File: src/rtl/e_alu_pkg.sv
// Shared types for the execute-stage ALU and its iterative multiply/divide unit.
package e_alu_pkg;

  typedef enum logic [4:0] {
    OpAnd   = 5'd0,
    OpOr    = 5'd1,
    OpAdd   = 5'd2,
    OpSll   = 5'd3,
    OpSrl   = 5'd4,
    OpSra   = 5'd5,
    OpSub   = 5'd6,
    OpSlt   = 5'd7,
    OpLui   = 5'd8,
    OpLink  = 5'd9,
    OpSltu  = 5'd10,
    OpNor   = 5'd12,
    OpXor   = 5'd13,
    OpMult  = 5'd16,
    OpMultu = 5'd17,
    OpDiv   = 5'd18,
    OpDivu  = 5'd19,
    OpMfhi  = 5'd20,
    OpMflo  = 5'd21,
    OpMthi  = 5'd22,
    OpMtlo  = 5'd23
  } alu_op_e;

  typedef enum logic [1:0] {
    IDLE,
    MUL,
    DIV,
    FIX
  } mdu_state_e;

  // Codes 16..23: anything that touches the MDU or HI/LO.
  function automatic logic is_mdu_op(input logic [4:0] code);
    return (code[4:3] == 2'b10);
  endfunction

  // Codes 16..19: multiply/divide that start an iterative operation.
  function automatic logic is_mdu_start(input logic [4:0] code);
    return (code[4:2] == 3'b100);
  endfunction

endpackage

File: src/rtl/e_mdu_iter.sv
// Iterative multiply/divide FSM: one bit per cycle shift-add multiply and restoring
// divide on magnitudes, sign fix-up in a final cycle, and the architectural HI/LO.
module e_mdu_iter
  import e_alu_pkg::*;
#(
  parameter int unsigned XLEN = 32
) (
  input  logic            clk_i,
  input  logic            rst_ni,
  input  logic [4:0]      op_i,
  input  logic [XLEN-1:0] a_i,
  input  logic [XLEN-1:0] b_i,
  input  logic            valid_i,
  input  logic            flush_i,
  output logic [XLEN-1:0] hi_o,
  output logic [XLEN-1:0] lo_o,
  output logic            busy_o
);

  localparam int unsigned CntW = $clog2(XLEN + 1);

  mdu_state_e          state_q, state_d;
  logic [CntW-1:0]     cnt_q, cnt_d;
  logic [XLEN-1:0]     opb_q, opb_d;
  logic [2*XLEN-1:0]   acc_q, acc_d;
  logic                qneg_q, qneg_d;
  logic                rneg_q, rneg_d;
  logic                dzero_q, dzero_d;
  logic                is_div_q, is_div_d;
  logic [XLEN-1:0]     hi_q, hi_d;
  logic [XLEN-1:0]     lo_q, lo_d;

  logic                signed_op;
  logic [XLEN-1:0]     a_mag, b_mag;
  logic [XLEN:0]       mul_sum;
  logic [XLEN:0]       div_shift;
  logic [XLEN:0]       div_diff;
  logic [2*XLEN-1:0]   prod_fix;
  logic [XLEN-1:0]     quo, rem;

  assign signed_op = (op_i == OpMult) || (op_i == OpDiv);
  assign a_mag     = (signed_op && a_i[XLEN-1]) ? -a_i : a_i;
  assign b_mag     = (signed_op && b_i[XLEN-1]) ? -b_i : b_i;

  // acc holds {partial product, multiplier} for MUL and {remainder, quotient} for DIV.
  assign mul_sum   = {1'b0, acc_q[2*XLEN-1:XLEN]} + {1'b0, (acc_q[0] ? opb_q : '0)};
  assign div_shift = acc_q[2*XLEN-1:XLEN-1];
  assign div_diff  = div_shift - {1'b0, opb_q};
  assign prod_fix  = qneg_q ? -acc_q : acc_q;
  assign quo       = acc_q[XLEN-1:0];
  assign rem       = acc_q[2*XLEN-1:XLEN];

  always_comb begin
    state_d  = state_q;
    cnt_d    = cnt_q;
    opb_d    = opb_q;
    acc_d    = acc_q;
    qneg_d   = qneg_q;
    rneg_d   = rneg_q;
    dzero_d  = dzero_q;
    is_div_d = is_div_q;
    hi_d     = hi_q;
    lo_d     = lo_q;

    unique case (state_q)
      IDLE: begin
        if (valid_i && !flush_i) begin
          if (is_mdu_start(op_i)) begin
            state_d  = op_i[1] ? DIV : MUL;
            cnt_d    = CntW'(XLEN);
            opb_d    = b_mag;
            acc_d    = {{XLEN{1'b0}}, a_mag};
            qneg_d   = signed_op && (a_i[XLEN-1] ^ b_i[XLEN-1]);
            rneg_d   = signed_op && a_i[XLEN-1];
            dzero_d  = (b_i == '0);
            is_div_d = op_i[1];
          end else if (op_i == OpMthi) begin
            hi_d = a_i;
          end else if (op_i == OpMtlo) begin
            lo_d = a_i;
          end
        end
      end
      MUL: begin
        acc_d = {mul_sum, acc_q[XLEN-1:1]};
        cnt_d = cnt_q - CntW'(1);
        if (cnt_q == CntW'(1)) state_d = FIX;
      end
      DIV: begin
        // A zero divisor never fails the trial subtract, giving an all-ones quotient.
        if (!div_diff[XLEN]) acc_d = {div_diff[XLEN-1:0], acc_q[XLEN-2:0], 1'b1};
        else                 acc_d = {div_shift[XLEN-1:0], acc_q[XLEN-2:0], 1'b0};
        cnt_d = cnt_q - CntW'(1);
        if (cnt_q == CntW'(1)) state_d = FIX;
      end
      FIX: begin
        state_d = IDLE;
        if (is_div_q) begin
          lo_d = dzero_q ? '1 : (qneg_q ? -quo : quo);
          hi_d = rneg_q ? -rem : rem;
        end else begin
          hi_d = prod_fix[2*XLEN-1:XLEN];
          lo_d = prod_fix[XLEN-1:0];
        end
      end
      default: state_d = IDLE;
    endcase

    // Flush wins over completion: abandon the op and leave HI/LO untouched.
    if (flush_i && (state_q != IDLE)) begin
      state_d = IDLE;
      hi_d    = hi_q;
      lo_d    = lo_q;
    end
  end

  always_ff @(posedge clk_i or negedge rst_ni) begin
    if (!rst_ni) begin
      state_q  <= IDLE;
      cnt_q    <= '0;
      opb_q    <= '0;
      acc_q    <= '0;
      qneg_q   <= 1'b0;
      rneg_q   <= 1'b0;
      dzero_q  <= 1'b0;
      is_div_q <= 1'b0;
      hi_q     <= '0;
      lo_q     <= '0;
    end else begin
      state_q  <= state_d;
      cnt_q    <= cnt_d;
      opb_q    <= opb_d;
      acc_q    <= acc_d;
      qneg_q   <= qneg_d;
      rneg_q   <= rneg_d;
      dzero_q  <= dzero_d;
      is_div_q <= is_div_d;
      hi_q     <= hi_d;
      lo_q     <= lo_d;
    end
  end

  assign hi_o   = hi_q;
  assign lo_o   = lo_q;
  assign busy_o = (state_q != IDLE);

endmodule

File: src/rtl/e_alu_mdu.sv
// Execute-stage ALU: combinational single-cycle ops plus the iterative MDU, with a
// stall that holds only MDU/HI-LO instructions while the MDU is busy.
module e_alu_mdu
  import e_alu_pkg::*;
#(
  parameter int unsigned XLEN    = 32,
  parameter int unsigned SHAMT_W = $clog2(XLEN),
  parameter int unsigned CTRL_W  = 5
) (
  input  logic               i_clk,
  input  logic               i_rst_n,
  input  logic [XLEN-1:0]    i_data_A,
  input  logic [XLEN-1:0]    i_data_B,
  input  logic [SHAMT_W-1:0] i_data_shamt,
  input  logic [CTRL_W-1:0]  i_con_AluCtrl,
  input  logic               i_con_valid,
  input  logic               i_con_flush,
  output logic [XLEN-1:0]    o_data_AluRes,
  output logic               o_con_stall,
  output logic               o_con_busy
);

  localparam logic [XLEN-1:0] LinkOff = XLEN'(4);

  logic [4:0]      code;
  logic [XLEN-1:0] hi, lo;
  logic            busy;
  logic [XLEN-1:0] alu_res;

  assign code = 5'(i_con_AluCtrl);

  e_mdu_iter #(
    .XLEN(XLEN)
  ) u_mdu (
    .clk_i  (i_clk),
    .rst_ni (i_rst_n),
    .op_i   (code),
    .a_i    (i_data_A),
    .b_i    (i_data_B),
    .valid_i(i_con_valid),
    .flush_i(i_con_flush),
    .hi_o   (hi),
    .lo_o   (lo),
    .busy_o (busy)
  );

  always_comb begin
    alu_res = '0;
    case (code)
      OpAnd:  alu_res = i_data_A & i_data_B;
      OpOr:   alu_res = i_data_A | i_data_B;
      OpAdd:  alu_res = i_data_A + i_data_B;
      OpSll:  alu_res = i_data_B << i_data_shamt;
      OpSrl:  alu_res = i_data_B >> i_data_shamt;
      OpSra:  alu_res = $signed(i_data_B) >>> i_data_shamt;
      OpSub:  alu_res = i_data_A - i_data_B;
      OpSlt:  alu_res = {{(XLEN-1){1'b0}}, ($signed(i_data_A) < $signed(i_data_B))};
      OpSltu: alu_res = {{(XLEN-1){1'b0}}, (i_data_A < i_data_B)};
      OpLui:  alu_res = {i_data_B[XLEN/2-1:0], {(XLEN/2){1'b0}}};
      OpLink: alu_res = i_data_A + LinkOff;
      OpNor:  alu_res = ~(i_data_A | i_data_B);
      OpXor:  alu_res = i_data_A ^ i_data_B;
      OpMfhi: alu_res = hi;
      OpMflo: alu_res = lo;
      default: alu_res = '0;
    endcase
  end

  assign o_data_AluRes = alu_res;
  assign o_con_busy    = busy;
  // The accepting instruction sees busy=0, so it leaves E without stalling.
  assign o_con_stall   = i_con_valid && busy && is_mdu_op(code);

endmodule

File: config.mk
export PLATFORM = sky130hd
export DESIGN_NAME = e_alu_mdu
export DESIGN_NICKNAME = d
export VERILOG_FILES = /design/src/rtl/e_alu_pkg.sv /design/src/rtl/e_mdu_iter.sv /design/src/rtl/e_alu_mdu.sv
export SDC_FILE = /design/constraint.sdc
export NUM_CORES = 1
export LEC_CHECK = 0
export CORE_MARGIN = 2
export CORE_UTILIZATION = 55
export CTS_BUF_LIST = sky130_fd_sc_hd__clkbuf_16
export DETAILED_ROUTE_END_ITERATION = 16
export PLACE_DENSITY = 0.86
export SYNTH_ARGS = -nofsm -noshare
export SYNTH_HDL_FRONTEND = slang
export SYNTH_SLANG_ARGS = --single-unit
File: constraint.sdc
create_clock -name i_clk -period 5.1 [get_ports i_clk]
set_input_delay 1.02 -clock i_clk [delete_from_list [all_inputs] [get_ports i_clk]]
set_output_delay 1.02 -clock i_clk [all_outputs]
set_load 0.01 [all_outputs]
* Word level (Yosys, flattened, before mapping)
Cells that the tools add are included.
** Word-level totals
- Register bits after elaboration :: 172
- Input bits :: 78
- Output and inout port bits :: 34
- Word-level logic and storage cells :: 120
** Cells by class
- Add/subtract/negate cells :: 11
- Order comparisons :: 2
- Eq/ne operators :: 33
- Shifts and indexed selects :: 3
- Muxes and demuxes :: 32
- Bitwise gates (word level) :: 6
- Reductions and logical operators :: 23
** Operator list (count)
- 32-bit 2-to-1 mux :: 15
- 32-bit one-hot mux with 15 select lines :: 1
- 64-bit 2-to-1 mux :: 4
- 64-bit one-hot mux with 3 select lines :: 1
- 32-bit negation :: 4
- 32-bit one-hot mux with 2 select lines :: 2
- 32-bit < comparator :: 2
- 64-bit negation :: 1
- 32-bit by 32-bit adder with 33-bit output :: 1
- 33-bit by 32-bit subtractor with 33-bit output :: 1
- 32-bit by 3-bit adder with 32-bit output, second input constant :: 1
- 32-bit adder :: 1
- 32-bit AND :: 1
- 32-bit zero test :: 1
- 32-bit inverter :: 1
- 32-bit OR :: 1
- 32-bit by 5-bit left shift with 32-bit output :: 1
- 32-bit by 5-bit right shift with 32-bit output :: 1
- 32-bit by 5-bit >>> shifter with 32-bit output :: 1
- 32-bit subtractor :: 1
- 32-bit XOR :: 1
- 5-bit == test, second input constant :: 6
- 5-bit by 4-bit == test with 1-bit output, second input constant :: 5
- 5-bit by 3-bit == test with 1-bit output, second input constant :: 4
- other kinds (27) :: 52

* Logic depth before layout (Yosys ltp)
- Depth after elaboration :: 7
- Mapped depth :: 16
- Depth with buffers taken out :: 13

* Modules after synthesis
A second synthesis with hierarchy kept.
** Second synthesis, totals
- Cells, all modules :: 3523
- Area, all modules :: 25214.2 um2
** Modules (own cells, without submodules)
- e_mdu_iter :: instances 1, cells each 1939, area each 14814.2 um2, sequential area each 4304.1 um2
- e_alu_mdu :: instances 1, cells each 1584, area each 10400.0 um2, sequential area each 0.0 um2

* Worst setup path after synthesis
OpenSTA, ideal clock, no wires.
- Path type :: input to output
- From :: in i_data_A[4]
- To :: out o_data_AluRes[31]
- Arrival time :: 4111 ps
- Data required time :: 4080 ps
- Slack :: -31 ps
- Stages :: 11
- Path buffers :: 1
- Path through :: clkbuf_1 > clkinv_1 > ha_1 > or4_1 > a31oi_1 > o21ai_1 > a211oi_1 > a21oi_1 > o31ai_1 > a21oi_1 > o32ai_1
** On the way
- Longest elaborated chain between the ends :: 2
- Elaborated cells between the ends (all ways) :: 4
- Those cells by class :: 3 x add/sub; 1 x mux
** RTL lines
- start, declared :: RTL line e_alu_mdu.sv:12 : input logic [XLEN-1:0] i_data_A,
- 32-bit by 3-bit adder with 32-bit output, or another cell as far along :: RTL line e_alu_mdu.sv:60 : OpLink: alu_res = i_data_A + LinkOff;
- 32-bit one-hot mux with 15 select lines (*) :: RTL line e_alu_mdu.sv:49 : case (code)
- end, declared :: RTL line e_alu_mdu.sv:18 : output logic [XLEN-1:0] o_data_AluRes,
Mark *: on every way between the ends. The rest lies on a longest branch, timed or not.

* Final worst setup path
- From :: in i_con_AluCtrl[4]
- To :: out o_data_AluRes[3]
** On the way
- Longest elaborated chain between the ends :: 2
- Elaborated cells between the ends (all ways) :: 16
- Those cells by class :: 14 x eq/ne; 1 x mux; 1 x reduce/logical
** RTL lines
- start, declared :: RTL line e_alu_mdu.sv:15 : input logic [CTRL_W-1:0] i_con_AluCtrl,
- 5-bit == test, or another cell as far along :: RTL line e_alu_mdu.sv:49
- 32-bit one-hot mux with 15 select lines (*) :: RTL line e_alu_mdu.sv:49
Marks and branches as above.

==> flow_summary.json <==
{
  "grt_pass1_wl_um": 190000,
  "root_buffer": "clkbuf_16",
  "clock_skew_ps": 14.0,
  "synth_warnings": 0,
  "ys.flop_type": "dfrtp_1",
  "fp.dieW_um": 217,
  "max_cap_violations": 0,
  "clkTransAtPathRegs_ps": 60,
  "drive_above_1_share": 0.267,
  "clkLatencyLatePin_ps": 470,
  "totalWireLength_um": 130000,
  "cpMostUsedCell": "buf_4",
  "ys_ff_latch": 172,
  "netlist_area_mm2": 0.0249,
  "rsz0062_at_grt": "yes",
  "floorplan.initialDensity": 0.561,
  "dpl_worst_slack_ps": -1050,
  "use_met2": 0.784,
  "hold_violations": 0,
  "cts_hold_buffers": 0,
  "core-area_mm2": 0.0444,
  "drc": 0,
  "cts_tree": "built",
  "routed-via-count": 31800,
  "grt_pass1_vias": 29600,
  "syn_nets": 3647,
  "synthCells": 3382,
  "max_slew.worst_pin.slew_ps": 1270,
  "period_share": 1.00,
  "wl_per_cell_um": 28.6,
  "worst-path-max-fanout": 7,
  "numPortBuffers": 111,
  "r2r_slack_ps": 420,
  "antenna_found_initial": 3,
  "nFillCells": 3371,
  "routed_via_density": 6.98,
  "p_total_mw": 15.3,
  "crit_slowest_cell": "clkdlybuf4s50_1",
  "max_freq_mhz": 195,
  "grt_util_met3": 0.156,
  "cp.arrival_ps": 4100,
  "nNetsFinal": 4220,
  "die_area_mm2": 0.0470,
  "setup_ws_ps": -21.3,
  "grt-ovfl-total": 0,
  "violations": "setup timing",
  "startpoint_type": "input port",
  "cts_buffers": 17,
  "seqCellArea_mm2": 0.00430,
  "worstSetupEndpointType": "output pin",
  "areaGrowthSynthToFinish_pct": 32.4,
  "htreeDepth": 4,
  "io_pins": 112,
  "final_cells": 4561,
  "yosysUniqueCellTypes": 92,
  "grt_use_met1": 0.671,
  "p_per_area_mw_per_mm2": 463,
  "relSlewSlack": 0.154,
  "max_stage_delay_ps": 520,
  "cts_buffer_depth": 2,
  "post-route-min-period_ps": 5120,
  "dp.cells": 4494,
  "initialDrtViolationCount": 5930,
  "dpl.hpwl_um": 102000,
  "synth_edf_count": 0,
  "leakage_nw": 14.7,
  "clock-sinks": 172,
  "outcome": "complete, but fails checks",
  "final-setup-viol-count": 3,
  "avgSynthCellArea_um2": 7.36,
  "ir_worst_vdd_uv": 1210,
  "busiest_layer": "met2",
  "async_flop_share": 1.00,
  "multiInputGateArea_mm2": 0.0201,
  "hp-class": "reg -> reg",
  "gp_congestion": 1.16,
  "die_y_um": 217,
  "seq_area_frac_synth": 0.173,
  "final_util": 0.743,
  "ant_nets": 0,
  "slew_viol_final": 0,
  "criticalPathCategory": "in -> out",
  "track_usage": 0.540,
  "grt_max_degree": 109,
  "dr.pass1.iters": 7,
  "cp_data_required_time_ps": 4080,
  "num_rows": 77,
  "path_cells": "clkdlybuf4s50_1 > buf_4 > buf_4 > nand2b_1 > nor3_2 > buf_4 > buf_4 > nand2_1 > buf_4 > nor2_4 > buf_4 > a221o_1 > buf_12 > a221o_1 > dlygate4sd2_1"
}
[stage by stage]
stage               cell area [um2]  TNS, ps  hold slack [ps]
global placement              31000   -19780              461
finish                        33000    -41.9              483
CTS                           32400     -164              481
floorplan                     24900        0              450
global route                  33000     -170              502
detailed placement            31000   -20070              467
[logic make-up (layout without fill, tap and decap cells)]
kind of cell             count (synthesis)  after routing  synth area share
multiplexers                           144            144            0.0849
adder cells (fa/ha/maj)                187            187            0.0952
flip-flops                             172            172             0.173
AND/OR/NAND/NOR                       1094           1094             0.202
AO/OA/AOI/OAI                         1157           1157             0.308
buffers and inverters                  425           1011            0.0655
other                                    0              1                 0
XOR/XNOR                               203            203            0.0717
[registers in the layout (all words and copies together) (netlist names)]
signal	count
u_mdu.is_div_q	1
u_mdu.hi_o	32
u_mdu.lo_o	32
u_mdu.state_q	2
u_mdu.qneg_q	1
u_mdu.rneg_q	1
u_mdu.acc_q	64
u_mdu.dzero_q	1
u_mdu.cnt_q	6
u_mdu.opb_q	32
[cells in the mapped netlist (14+ instances only)]
| cell type | n | area [um2] |
|---|---|---|
| mux2i_1 | 83 | 831 |
| dfrtp_1 | 172 | 4300 |
| nand4_1 | 38 | 238 |
| nand3_1 | 69 | 345 |
| clkbuf_1 | 223 | 837 |
| o22ai_1 | 61 | 382 |
| or2_2 | 15 | 93.8 |
| o211ai_1 | 30 | 225 |
| nand2_1 | 359 | 1350 |
| ha_1 | 183 | 2290 |
| and3_1 | 21 | 131 |
| mux4_2 | 53 | 1190 |
| buf_1 | 26 | 97.6 |
| o2111ai_1 | 16 | 140 |
| o21ai_1 | 15 | 75.1 |
| or3_1 | 29 | 181 |
| a221oi_1 | 59 | 517 |
| nor2_1 | 345 | 1290 |
| a21oi_1 | 221 | 1110 |
| a21o_1 | 54 | 405 |
| nor3_1 | 74 | 370 |
| nor4_1 | 32 | 200 |
| o21a_1 | 21 | 158 |
| nand2b_1 | 23 | 144 |
| a221o_1 | 15 | 150 |
| xnor2_1 | 159 | 1390 |
| o21ai_0 | 292 | 1460 |
| inv_1 | 154 | 578 |
| o21bai_1 | 24 | 180 |
| o31ai_1 | 50 | 375 |
| nor2b_1 | 24 | 150 |
| a22oi_1 | 67 | 503 |
| xor2_1 | 43 | 377 |
| buf_2 | 14 | 70.1 |
| a211oi_1 | 52 | 390 |
| a31oi_1 | 25 | 156 |
[per-layer routing]
layer / part of all wire / wire length (um) / vias up
met5: 0.00021 / 27 / -
met4: 0.10 / 13600 / 4
met3: 0.14 / 17600 / 738
met2: 0.40 / 52500 / 2780
met1: 0.36 / 46700 / 14600
li1: - / - / 13700
[placed cells by master, fill, tap and decap left out, types with 83 or more instances in the layout]
master,netlist,routed
nor2_1,345,335
ha_1,183,146
xnor2_1,159,159
a21oi_1,221,207
inv_1,154,129
buf_4,2,674
dfrtp_1,172,172
mux2i_1,83,83
nand2_1,359,356
o21ai_0,292,273
[where the power goes]
part / switching, mW / total (mW) / internal, mW
Clock: 0.639 / 1.43 / 0.789
Combinational: 6.65 / 10.9 / 4.29
Sequential: 0.901 / 2.88 / 1.98
[cell type report]
type	instances	area share
antenna	1	0.0000759
tap	592	0.0225
sequential	172	0.131
multi-input combinational	2785	0.609
clock buffer	17	0.0129
clock inverter	15	0.00592
timing repair buffer	821	0.200
inverter	158	0.0188
[repair_timing]
action                     4_1_cts  5_1_grt
buffers inserted                20       16
setup endpoints to repair       31       28
gates resized for setup        260      136
pin swaps                       51       46
[path summary, 6_finish.rpt]
path	start	depth (start not counted)	end
hold / removal	u_mdu.hi_o[26]$_DFFE_PN0P_	1	u_mdu.hi_o[26]$_DFFE_PN0P_
max in group asynchronous	i_rst_n	2	u_mdu.acc_q[55]$_DFFE_PN0P_
min in group asynchronous	i_rst_n	1	u_mdu.cnt_q[3]$_DFFE_PN0P_
setup / recovery	i_con_AluCtrl[4]	15	o_data_AluRes[3]
setup reg to reg	u_mdu.acc_q[31]$_DFFE_PN0P_	15	u_mdu.acc_q[63]$_DFFE_PN0P_
hold reg to reg	u_mdu.hi_o[26]$_DFFE_PN0P_	1	u_mdu.hi_o[26]$_DFFE_PN0P_
[worst max-delay path: cells and delay by family]
family	cells	cell delay [ps]
buffers and inverters	9	1940
and+or+nand+nor	4	480
AOI/OAI and AO/OA	2	620
Note: power is estimated with default switching activity, not from simulation.
